### src/rtl/mem_arb_pkg.sv
// rtl/mem_arb_pkg.sv - shared types and default widths for the RAM port arbiter
package mem_arb_pkg;

   localparam int ARB_AW = 8;
   localparam int ARB_DW = 8;

   typedef enum logic [2:0] {
      RUN,
      DRAIN,
      P_IDLE,
      P_ACC,
      P_WAIT,
      P_HOLD,
      RELEASE
   } arb_state_e;

endpackage

### src/rtl/mem_port_arbiter_if.sv
// rtl/mem_port_arbiter_if.sv - programmer req/gnt/done access port of the RAM arbiter
interface mem_port_arbiter_if
   import mem_arb_pkg::*;
#(
   parameter int AW = ARB_AW,
   parameter int DW = ARB_DW
) ();

   logic          pr_req;
   logic          pr_wr;
   logic [AW-1:0] pr_adrs;
   logic [DW-1:0] pr_wdata;
   logic          pr_gnt;
   logic          pr_done;
   logic [DW-1:0] pr_rdata;

   modport master (
      output pr_req, pr_wr, pr_adrs, pr_wdata,
      input  pr_gnt, pr_done, pr_rdata
   );

   modport slave (
      input  pr_req, pr_wr, pr_adrs, pr_wdata,
      output pr_gnt, pr_done, pr_rdata
   );

endinterface

### src/rtl/sync_ff.sv
// rtl/sync_ff.sv - multi-stage single-bit synchronizer with synchronous reset
module sync_ff #(
   parameter int STAGES = 2
) (
   input  logic clock,
   input  logic reset,
   input  logic d,
   output logic q
);

   logic [STAGES-1:0] ff;

   always_ff @(posedge clock) begin
      if (reset) begin
         ff <= '0;
      end else begin
         ff[0] <= d;
         for (int i = 1; i < STAGES; i++) begin
            ff[i] <= ff[i-1];
         end
      end
   end

   assign q = ff[STAGES-1];

endmodule

### src/rtl/mem_port_arbiter.sv
// rtl/mem_port_arbiter.sv - hands the single-port RAM between the CDEC8 core and the programmer
module mem_port_arbiter
   import mem_arb_pkg::*;
#(
   parameter int AW          = ARB_AW,
   parameter int DW          = ARB_DW,
   parameter int DRAIN_MAX   = 15,
   parameter int SYNC_STAGES = 2
) (
   input  logic          clock,
   input  logic          reset,
   input  logic          mode_sw,
   input  logic [AW-1:0] cpu_adrs,
   input  logic [DW-1:0] cpu_wdata,
   input  logic          cpu_wr_en,
   input  logic          cpu_endseq,
   output logic          cpu_stall,
   mem_port_arbiter_if.slave pr,
   output logic [AW-1:0] mem_adrs,
   output logic [DW-1:0] mem_wdata,
   output logic          mem_wr_en,
   input  logic [DW-1:0] mem_q,
   output logic          prog_mode
);

   localparam int            CW      = $clog2(DRAIN_MAX + 1);
   localparam logic [CW-1:0] CNT_MAX = CW'(DRAIN_MAX);

   arb_state_e    state, state_nxt;
   logic [CW-1:0] cnt, cnt_nxt, cnt_inc;
   logic          mode_sync;
   logic          cap_wr;
   logic [AW-1:0] cap_adrs;
   logic [DW-1:0] cap_wdata;
   logic          gnt_q;
   logic          done_q;
   logic [DW-1:0] rdata_q;
   logic          accept;

   sync_ff #(
      .STAGES (SYNC_STAGES)
   ) u_mode_sync (
      .clock (clock),
      .reset (reset),
      .d     (mode_sw),
      .q     (mode_sync)
   );

   assign accept = (state == P_IDLE) && pr.pr_req;

   always_comb begin
      state_nxt = state;
      cnt_nxt   = '0;
      cnt_inc   = (cnt == CNT_MAX) ? cnt : cnt + 1'b1;
      case (state)
         RUN: begin
            if (mode_sync) state_nxt = DRAIN;
         end
         DRAIN: begin
            // Counting the incremented value bounds DRAIN to DRAIN_MAX cycles.
            cnt_nxt = cnt_inc;
            if (!mode_sync) begin
               state_nxt = RUN;
               cnt_nxt   = '0;
            end else if (cpu_endseq || (cnt_inc == CNT_MAX)) begin
               state_nxt = P_IDLE;
               cnt_nxt   = '0;
            end
         end
         P_IDLE: begin
            if (pr.pr_req)       state_nxt = P_ACC;
            else if (!mode_sync) state_nxt = RELEASE;
         end
         P_ACC:   state_nxt = P_WAIT;
         P_WAIT:  state_nxt = P_HOLD;
         P_HOLD: begin
            // A request held past done must drop before another is accepted.
            if (!pr.pr_req) state_nxt = P_IDLE;
         end
         RELEASE: state_nxt = RUN;
         default: state_nxt = RUN;
      endcase
   end

   always_comb begin
      mem_adrs  = cap_adrs;
      mem_wdata = cap_wdata;
      mem_wr_en = 1'b0;
      case (state)
         RUN, DRAIN: begin
            mem_adrs  = cpu_adrs;
            mem_wdata = cpu_wdata;
            mem_wr_en = cpu_wr_en;
         end
         P_ACC:   mem_wr_en = cap_wr;
         default: mem_wr_en = 1'b0;
      endcase
   end

   always_ff @(posedge clock) begin
      if (reset) begin
         state     <= RUN;
         cnt       <= '0;
         cap_wr    <= 1'b0;
         cap_adrs  <= '0;
         cap_wdata <= '0;
         gnt_q     <= 1'b0;
         done_q    <= 1'b0;
         rdata_q   <= '0;
      end else begin
         state  <= state_nxt;
         cnt    <= cnt_nxt;
         gnt_q  <= accept;
         done_q <= (state == P_WAIT);
         if (accept) begin
            cap_wr    <= pr.pr_wr;
            cap_adrs  <= pr.pr_adrs;
            cap_wdata <= pr.pr_wdata;
         end
         // mem_q carries the word addressed in P_ACC during P_WAIT.
         if ((state == P_WAIT) && !cap_wr) begin
            rdata_q <= mem_q;
         end
      end
   end

   assign cpu_stall   = (state != RUN) && (state != DRAIN);
   assign prog_mode   = cpu_stall;
   assign pr.pr_gnt   = gnt_q;
   assign pr.pr_done  = done_q;
   assign pr.pr_rdata = rdata_q;

endmodule

### src/flat_wrapper.sv
// flat-port wrapper written by rule: the top's interface ports become plain ports
module mem_port_arbiter_flat import mem_arb_pkg::*;
#(
   parameter int AW          = ARB_AW,
   parameter int DW          = ARB_DW,
   parameter int DRAIN_MAX   = 15,
   parameter int SYNC_STAGES = 2
)
  (clock, reset, mode_sw, cpu_adrs, cpu_wdata, cpu_wr_en, cpu_endseq, cpu_stall, mem_adrs, mem_wdata, mem_wr_en, mem_q, prog_mode, pr_pr_req, pr_pr_wr, pr_pr_adrs, pr_pr_wdata, pr_pr_gnt, pr_pr_done, pr_pr_rdata);
  mem_port_arbiter_if #(.AW(AW), .DW(DW)) pr_i ();
  input  logic clock;
  input  logic reset;
  input  logic mode_sw;
  input  logic [AW-1:0] cpu_adrs;
  input  logic [DW-1:0] cpu_wdata;
  input  logic cpu_wr_en;
  input  logic cpu_endseq;
  output logic cpu_stall;
  output logic [AW-1:0] mem_adrs;
  output logic [DW-1:0] mem_wdata;
  output logic mem_wr_en;
  input  logic [DW-1:0] mem_q;
  output logic prog_mode;
  input wire logic [$bits(pr_i.pr_req)-1:0] pr_pr_req;
  input wire logic [$bits(pr_i.pr_wr)-1:0] pr_pr_wr;
  input wire logic [$bits(pr_i.pr_adrs)-1:0] pr_pr_adrs;
  input wire logic [$bits(pr_i.pr_wdata)-1:0] pr_pr_wdata;
  output wire logic [$bits(pr_i.pr_gnt)-1:0] pr_pr_gnt;
  output wire logic [$bits(pr_i.pr_done)-1:0] pr_pr_done;
  output wire logic [$bits(pr_i.pr_rdata)-1:0] pr_pr_rdata;
  assign pr_i.pr_req = pr_pr_req;
  assign pr_i.pr_wr = pr_pr_wr;
  assign pr_i.pr_adrs = pr_pr_adrs;
  assign pr_i.pr_wdata = pr_pr_wdata;
  assign pr_pr_gnt = pr_i.pr_gnt;
  assign pr_pr_done = pr_i.pr_done;
  assign pr_pr_rdata = pr_i.pr_rdata;
  mem_port_arbiter #(.AW(AW), .DW(DW), .DRAIN_MAX(DRAIN_MAX), .SYNC_STAGES(SYNC_STAGES)) u_core (.clock(clock), .reset(reset), .mode_sw(mode_sw), .cpu_adrs(cpu_adrs), .cpu_wdata(cpu_wdata), .cpu_wr_en(cpu_wr_en), .cpu_endseq(cpu_endseq), .cpu_stall(cpu_stall), .pr(pr_i), .mem_adrs(mem_adrs), .mem_wdata(mem_wdata), .mem_wr_en(mem_wr_en), .mem_q(mem_q), .prog_mode(prog_mode));
endmodule
### config.mk
export PLATFORM = sky130hd
export DESIGN_NAME = mem_port_arbiter_flat
export DESIGN_NICKNAME = d
export VERILOG_FILES = /design/src/rtl/mem_arb_pkg.sv /design/src/rtl/mem_port_arbiter_if.sv /design/src/rtl/sync_ff.sv /design/src/rtl/mem_port_arbiter.sv /design/src/flat_wrapper.sv
export SDC_FILE = /design/constraint.sdc
export NUM_CORES = 1
export LEC_CHECK = 0
export CORE_MARGIN = 2
export CORE_UTILIZATION = 30
export DETAILED_ROUTE_END_ITERATION = 12
export SKIP_LAST_GASP = 1
export SLEW_MARGIN = 20
export SYNTH_ARGS = -nofsm -noshare
export SYNTH_HDL_FRONTEND = slang
export SYNTH_HIERARCHICAL = 1
export SYNTH_SLANG_ARGS = --single-unit
### constraint.sdc
create_clock -name clock -period 1.94 [get_ports clock]
set_input_delay 0.388 -clock clock [delete_from_list [all_inputs] [get_ports clock]]
set_output_delay 0.388 -clock clock [all_outputs]
set_load 0.005 [all_outputs]
---- After elaboration in Yosys (flattened, before gate mapping) ----
Cells that the tools add are included.
W data, S select, Z words.
cells by class
  bitwise gates (word level) .............. 2
  mux-type cells .......................... 11
  add/sub/neg operators ................... 1
  equal/unequal tests ..................... 12
  reductions and logical operators ........ 10
operators with widths
  operator               number
  $mux W3                6
  $pmux W3 S6            1
  $mux W8                2
  $eq A4 B4 Y1 const B   2
  $eq A3 B2 Y1 const B   2
  $eq A3 B3 Y1 const B   2
  $add A4 B1 Y4 const B  1
  $mux W4                1
  $ne A2 B2 Y1 const B   2
  $reduce_and A4 Y1      1
  $reduce_or A4 Y1       1
  $eq A3 B1 Y1 const B   1
  $logic_and A1 B1 Y1    3
  $logic_not A3 Y1       1
  $ne A3 B1 Y1 const B   1
  $ne A3 B2 Y1 const B   1
  $ne A3 B3 Y1 const B   1
  $reduce_bool A3 Y1     1
  $not A1 Y1             2
  $pmux W1 S2            1
  $reduce_or A2 Y1       1
  $logic_not A1 Y1       1
  $logic_or A1 B1 Y1     1
word-level totals
  register bits after elaboration ......... 36
  word-level logic and storage cells ...... 45
  output and inout port bits .............. 29
  input port bits ......................... 47

---- Logic depth before layout (Yosys ltp) ----
  depth after elaboration ................. 7
  depth in mapped cells ................... 7
  gate-level depth less buffers ........... 5

---- Modules after synthesis ----
The synthesis kept the hierarchy.
modules (own cells, without submodules)
  module            times used  seq. area each (um2)  area an instance (um2)  cells each
  mem_port_arbiter  1           680.7                 1621.6                  195
  sync_ff           1           40.0                  52.6                    4

---- Least setup slack after synthesis ----
OpenSTA, ideal clock, no wires.
  path kind ............................... reg-to-output
  start ................................... register u_core.state[1]
  end ..................................... output mem_adrs[0]
  stages on the path, launching flop included .. 5
  data required time ...................... 1552 ps
  data arrival time ....................... 1348 ps
  buffers on the path ..................... 2
  slack ................................... 204 ps
  path through ............................ dfxtp_1 -> buf_2 -> nor2_2 -> buf_2 -> mux2_2
on the way
  longest elaborated chain between the ends .. 3
  elaborated cells on any way between the ends .. 4
  classes of those cells .................. eq/ne: 1; mux: 1; reduce/logical: 2
ends and longest elaborated chain
  item                                              line                     text
  from (decl)                                       mem_port_arbiter.sv:29   arb_state_e state, state_nxt;
  from (signal assigned)                            mem_port_arbiter.sv:111  state <= state_nxt;
  $eq A3 B1 Y1 or $logic_not A3 Y1 (tied branches)  mem_port_arbiter.sv:89   case (state)
  $reduce_or A2 Y1 *                                mem_port_arbiter.sv:89
  $mux W8 *                                         mem_port_arbiter.sv:89
  to (decl)                                         flat_wrapper.sv:19       output logic [AW-1:0] mem_adrs;
Mark *: on every way between the ends. The rest lies on a longest branch, timed or not.

---- Worst setup path after layout ----
  start ................................... register u_core.state[1]
  end ..................................... output mem_wdata[2]
on the way
  longest elaborated chain between the ends .. 3
  elaborated cells on any way between the ends .. 4
  classes of those cells .................. eq/ne: 1; mux: 1; reduce/logical: 2
ends and longest elaborated chain
  item                                              line                    text
  $eq A3 B1 Y1 or $logic_not A3 Y1 (tied branches)  mem_port_arbiter.sv:89
  $reduce_or A2 Y1 *                                mem_port_arbiter.sv:89
  $mux W8 *                                         mem_port_arbiter.sv:89
  to (decl)                                         flat_wrapper.sv:20      output logic [DW-1:0] mem_wdata;
Marked as above.

==> summary.txt <==
Setup path
  – R2R setup slack: 120 ps
  – Reg2Reg Capture Point: u_core/cnt[2]$_SDFF_PP0_
  – Worst EP arrival: 1550 ps
  – CP Capture Type: output pin
  – Worst Reg2Reg Path Length in Cells: 5
  – Crit. Startpoint: u_core/state[1]$_SDFFE_PP0P_
  – Setup CP Type: reg2out
  – Critical R2R Launch: u_core/cnt[1]$_SDFF_PP0_
  – Required time of the critical path: 1550 ps
  – Crit path launch type: flip-flop
  – Crit Path Max Fanout: 4

Layout
  – Area of the multi-input gates: 906 µm²
  – Area grow syn2layout: 61.9%
  – Layout cells sized above 1: 0.242
  – Post-Layout Cell Count: 357
  – Post-Route Utilization: 0.498
  – Final Cell Area: 2710 µm²
  – Final #Nets: 332
  – Fillcell total: 547
  – Antenna cells: 0
  – Register area: 723 µm²

Power
  – Clock Power Share: 0.396
  – Overall power: 1.65 mW
  – Sw frac: 0.217
  – Sw power: 0.358 mW
  – Reg power frac: 0.461
  – Power per cell area: 607 nW/µm²
  – Logic pwr share: 0.143
  – Worst vdd ir: 0.329 mV
  – P_int: 1.29 mW
  – Reported leakage power: 1.07 nW

Logic synthesis
  – Post-synth top cells: nand2_1 (56), dfxtp_1 (36), a21oi_1 (28), mux2_2 (16), nor2_1 (10)
  – Top_reg_cell synth: dfxtp_1
  – Library cells used by synthesis: 37
  – Count leader, synth: nand2_1
  – Synthesized Nets: 247
  – Yosys top cell by area: dfxtp_1
  – Async SR Flop Fraction: 0
  – Synth top area share: 0.430
  – Gate Count Post-Synth: 199
  – Seq/Total Area, Yosys: 0.430
  – Cell Area, Synth: 1670 µm²
  – Ys Warns: 6
  – Syn avg cell area: 8.41 µm²
  – FF+latch count, synth: 36
  – EDFF count, synth: 0
  – Synth area leaders: dfxtp_1 (43%), nand2_1 (13%), mux2_2 (11%)

Place
  – Placed Area: 2550 µm²
  – # placed instances: 344
  – Final HPWL DP: 2.96 mm
  – Gp weighted congestion: 0.773
  – Port-buffer cells: 75

Clocking
  – Cts bufs inserted: 5
  – Root Buffer: clkbuf_8
  – CTS Sinks: 36
  – CTS tree: built
  – Longest Clk Path Bufs: 2
  – Clock latency on the worst-skew pair: 280 ps
  – CTS H-tree lvls: 2
  – CTS clk-pin slew, worst paths: 70 ps

Die
  – Initial Util: 0.308
  – Die area: 6190 µm²
  – CORE AREA: 5440 µm²
  – I/O pins: 76
  – Die Y: 78.7 µm
  – Cell Rows: 27
  – Die W: 78.7 µm

Worst hold path
  – Hold path cells: 1
  – Hold_sp: u_core/u_mode_sync/ff[0]$_SDFF_PP0_
  – Hold EP: u_core/u_mode_sync/ff[1]$_SDFF_PP0_
  – HP Class: reg2reg

Status
  – Outcome: completed

STA
  – Fmax achieved: 0.517 GHz
  – Setup TNS: 0 ps
  – Final hold viol count: 0
  – Minimum clock period: 1930 ps
  – Worst slew pin tran: 362 ps
  – Final critical-path share of the clock period: 0.997
  – RSZ-0062 raised after global routing: true
  – Rel. slew slack: 0.759
  – Slew Viols, Final: 0
  – Fin Clk Skew: 3.62 ps
  – Final setup fails: 0

Job
  – Max-capacitance violation count: 0

Routing
  – Routed Antenna Nets: 0
  – 1st-pass router iterations: 4
  – Via count: 1612
  – Drt via density: 4.52
  – Iteration-0 DRC count of the detailed router: 43
  – DRT Wirelength: 4.42 mm
  – Residual DRC: 0
  – Average routed wire per standard cell: 12.4 µm

Global route
  – Initial antenna violation count: 0
  – Vias in the first global route: 1569
  – GRT Util Overall: 0.146
  – Pin count of the biggest net entering global routing: 36
  – Overflow after GRT: 0
  – Global-route wire length before repair: 7.18 mm
registers in the layout, summed over array words and instances, names as in the netlist:
signal	flops
u_core/u_mode_sync/ff	2
u_core/pr.pr_rdata	8
u_core/cap_wr	1
u_core/state	3
u_core/pr.pr_gnt	1
u_core/cnt	4
u_core/cap_wdata	8
u_core/cap_adrs	8
u_core/pr.pr_done	1
what timing repair did:
action,CTS,global route
resized for setup,70,14
pin swaps,1,1
buffers inserted,5,0
hold endpoints to repair,0,0
gates cloned,2,0
hold buffers,0,0
endpoints found under the setup margin,17,20
stage by stage:
stage / worst slack, ps / hold slack, ps
floorplan: 204 / 414
global placement: 43.3 / 419
detailed placement: 31.0 / 425
CTS: -65.3 / 443
global route: -44.6 / 467
finish: 6.58 / 438
area by class of cell:
| type | instances | area share |
|---|---|---|
| clock buffers | 5 | 0.0254 |
| clock inverters | 3 | 0.0157 |
| inverters | 1 | 0.00139 |
| multi-input cells | 149 | 0.334 |
| flip-flops and latches | 36 | 0.267 |
| well taps | 72 | 0.0332 |
| repair buffers | 91 | 0.323 |
worst max-delay path by stage:
| stage | to | depth (start not counted) |
|---|---|---|
| final | mem_wdata[2] | 5 |
| after CTS | mem_wdata[1] | 6 |
| after global placement | mem_wr_en | 4 |
| after detailed placement | mem_wdata[1] | 3 |
| after global routing | mem_wdata[2] | 5 |
| after floorplan | mem_adrs[0] | 4 |
power groups by stage:
stage / registers, mW / logic [mW] / clock network [mW]
2_1_floorplan: 0.769 / 0.0925 / 0
3_3_place_gp: 0.775 / 0.241 / 0
3_5_place_dp: 0.775 / 0.242 / 0
4_1_cts: 0.758 / 0.233 / 0.675
5_1_grt: 0.759 / 0.254 / 0.708
6_report: 0.758 / 0.236 / 0.652
cells in the final DEF, fill, tap and decap left out, drive strengths merged:
master         Yosys  final
a21o               1      1
o22ai              1      1
inv                1      1
buf                8     30
and3b              1      1
dlymetal6s2s       0      3
xnor2              1      1
o31ai              1      1
ha                 1      1
bufbuf             0      1
bufinv             0      1
o21ai              1      1
clkinvlp           0      1
nor3               2      2
or2                1      1
a21oi             28     28
a31oi              1      1
nor4bb             1      1
nor3b              3      3
clkinv             0      1
mux2i              3      3
nand4b             1      1
clkbuf             5      6
o211ai             1      1
dfxtp             36     36
nor2              12     12
a211o              2      2
or3                1      1
mux2              16     16
nand2b             3      3
nand4bb            1      1
and2               1      1
nor2b              2      2
nand3              4      4
or3b               3      3
clkdlybuf4s50      0     56
nand2             56     56
kinds of logic after synthesis:
kind of cell / share of synthesized area
AOI/OAI and AO/OA: 0.118
DFF: 0.430
xor gates and xnor gates: 0.00523
and+or+nand+nor: 0.269
muxes: 0.126
adders and majority gates: 0.00747
buffers and inverters: 0.0441
routing by layer:
layer	share of wire	vias to the layer above	wire (µm)	global-route usage
met1	0.43	723	1910	0.167
met2	0.49	46	2180	0.258
met4	0.0095	0	42	0.0579
li1	-	839	-	-
met3	0.065	4	288	0.0375
met5	0	-	0	0
critical path, cell delays in order, from the launching register on:
cell and delay, ps:
dfxtp_2 340, nor2_4 130, buf_6 110, bufbuf_16 250
mux2_2 320, buf_2 120
(Power assumes the default switching activity.)
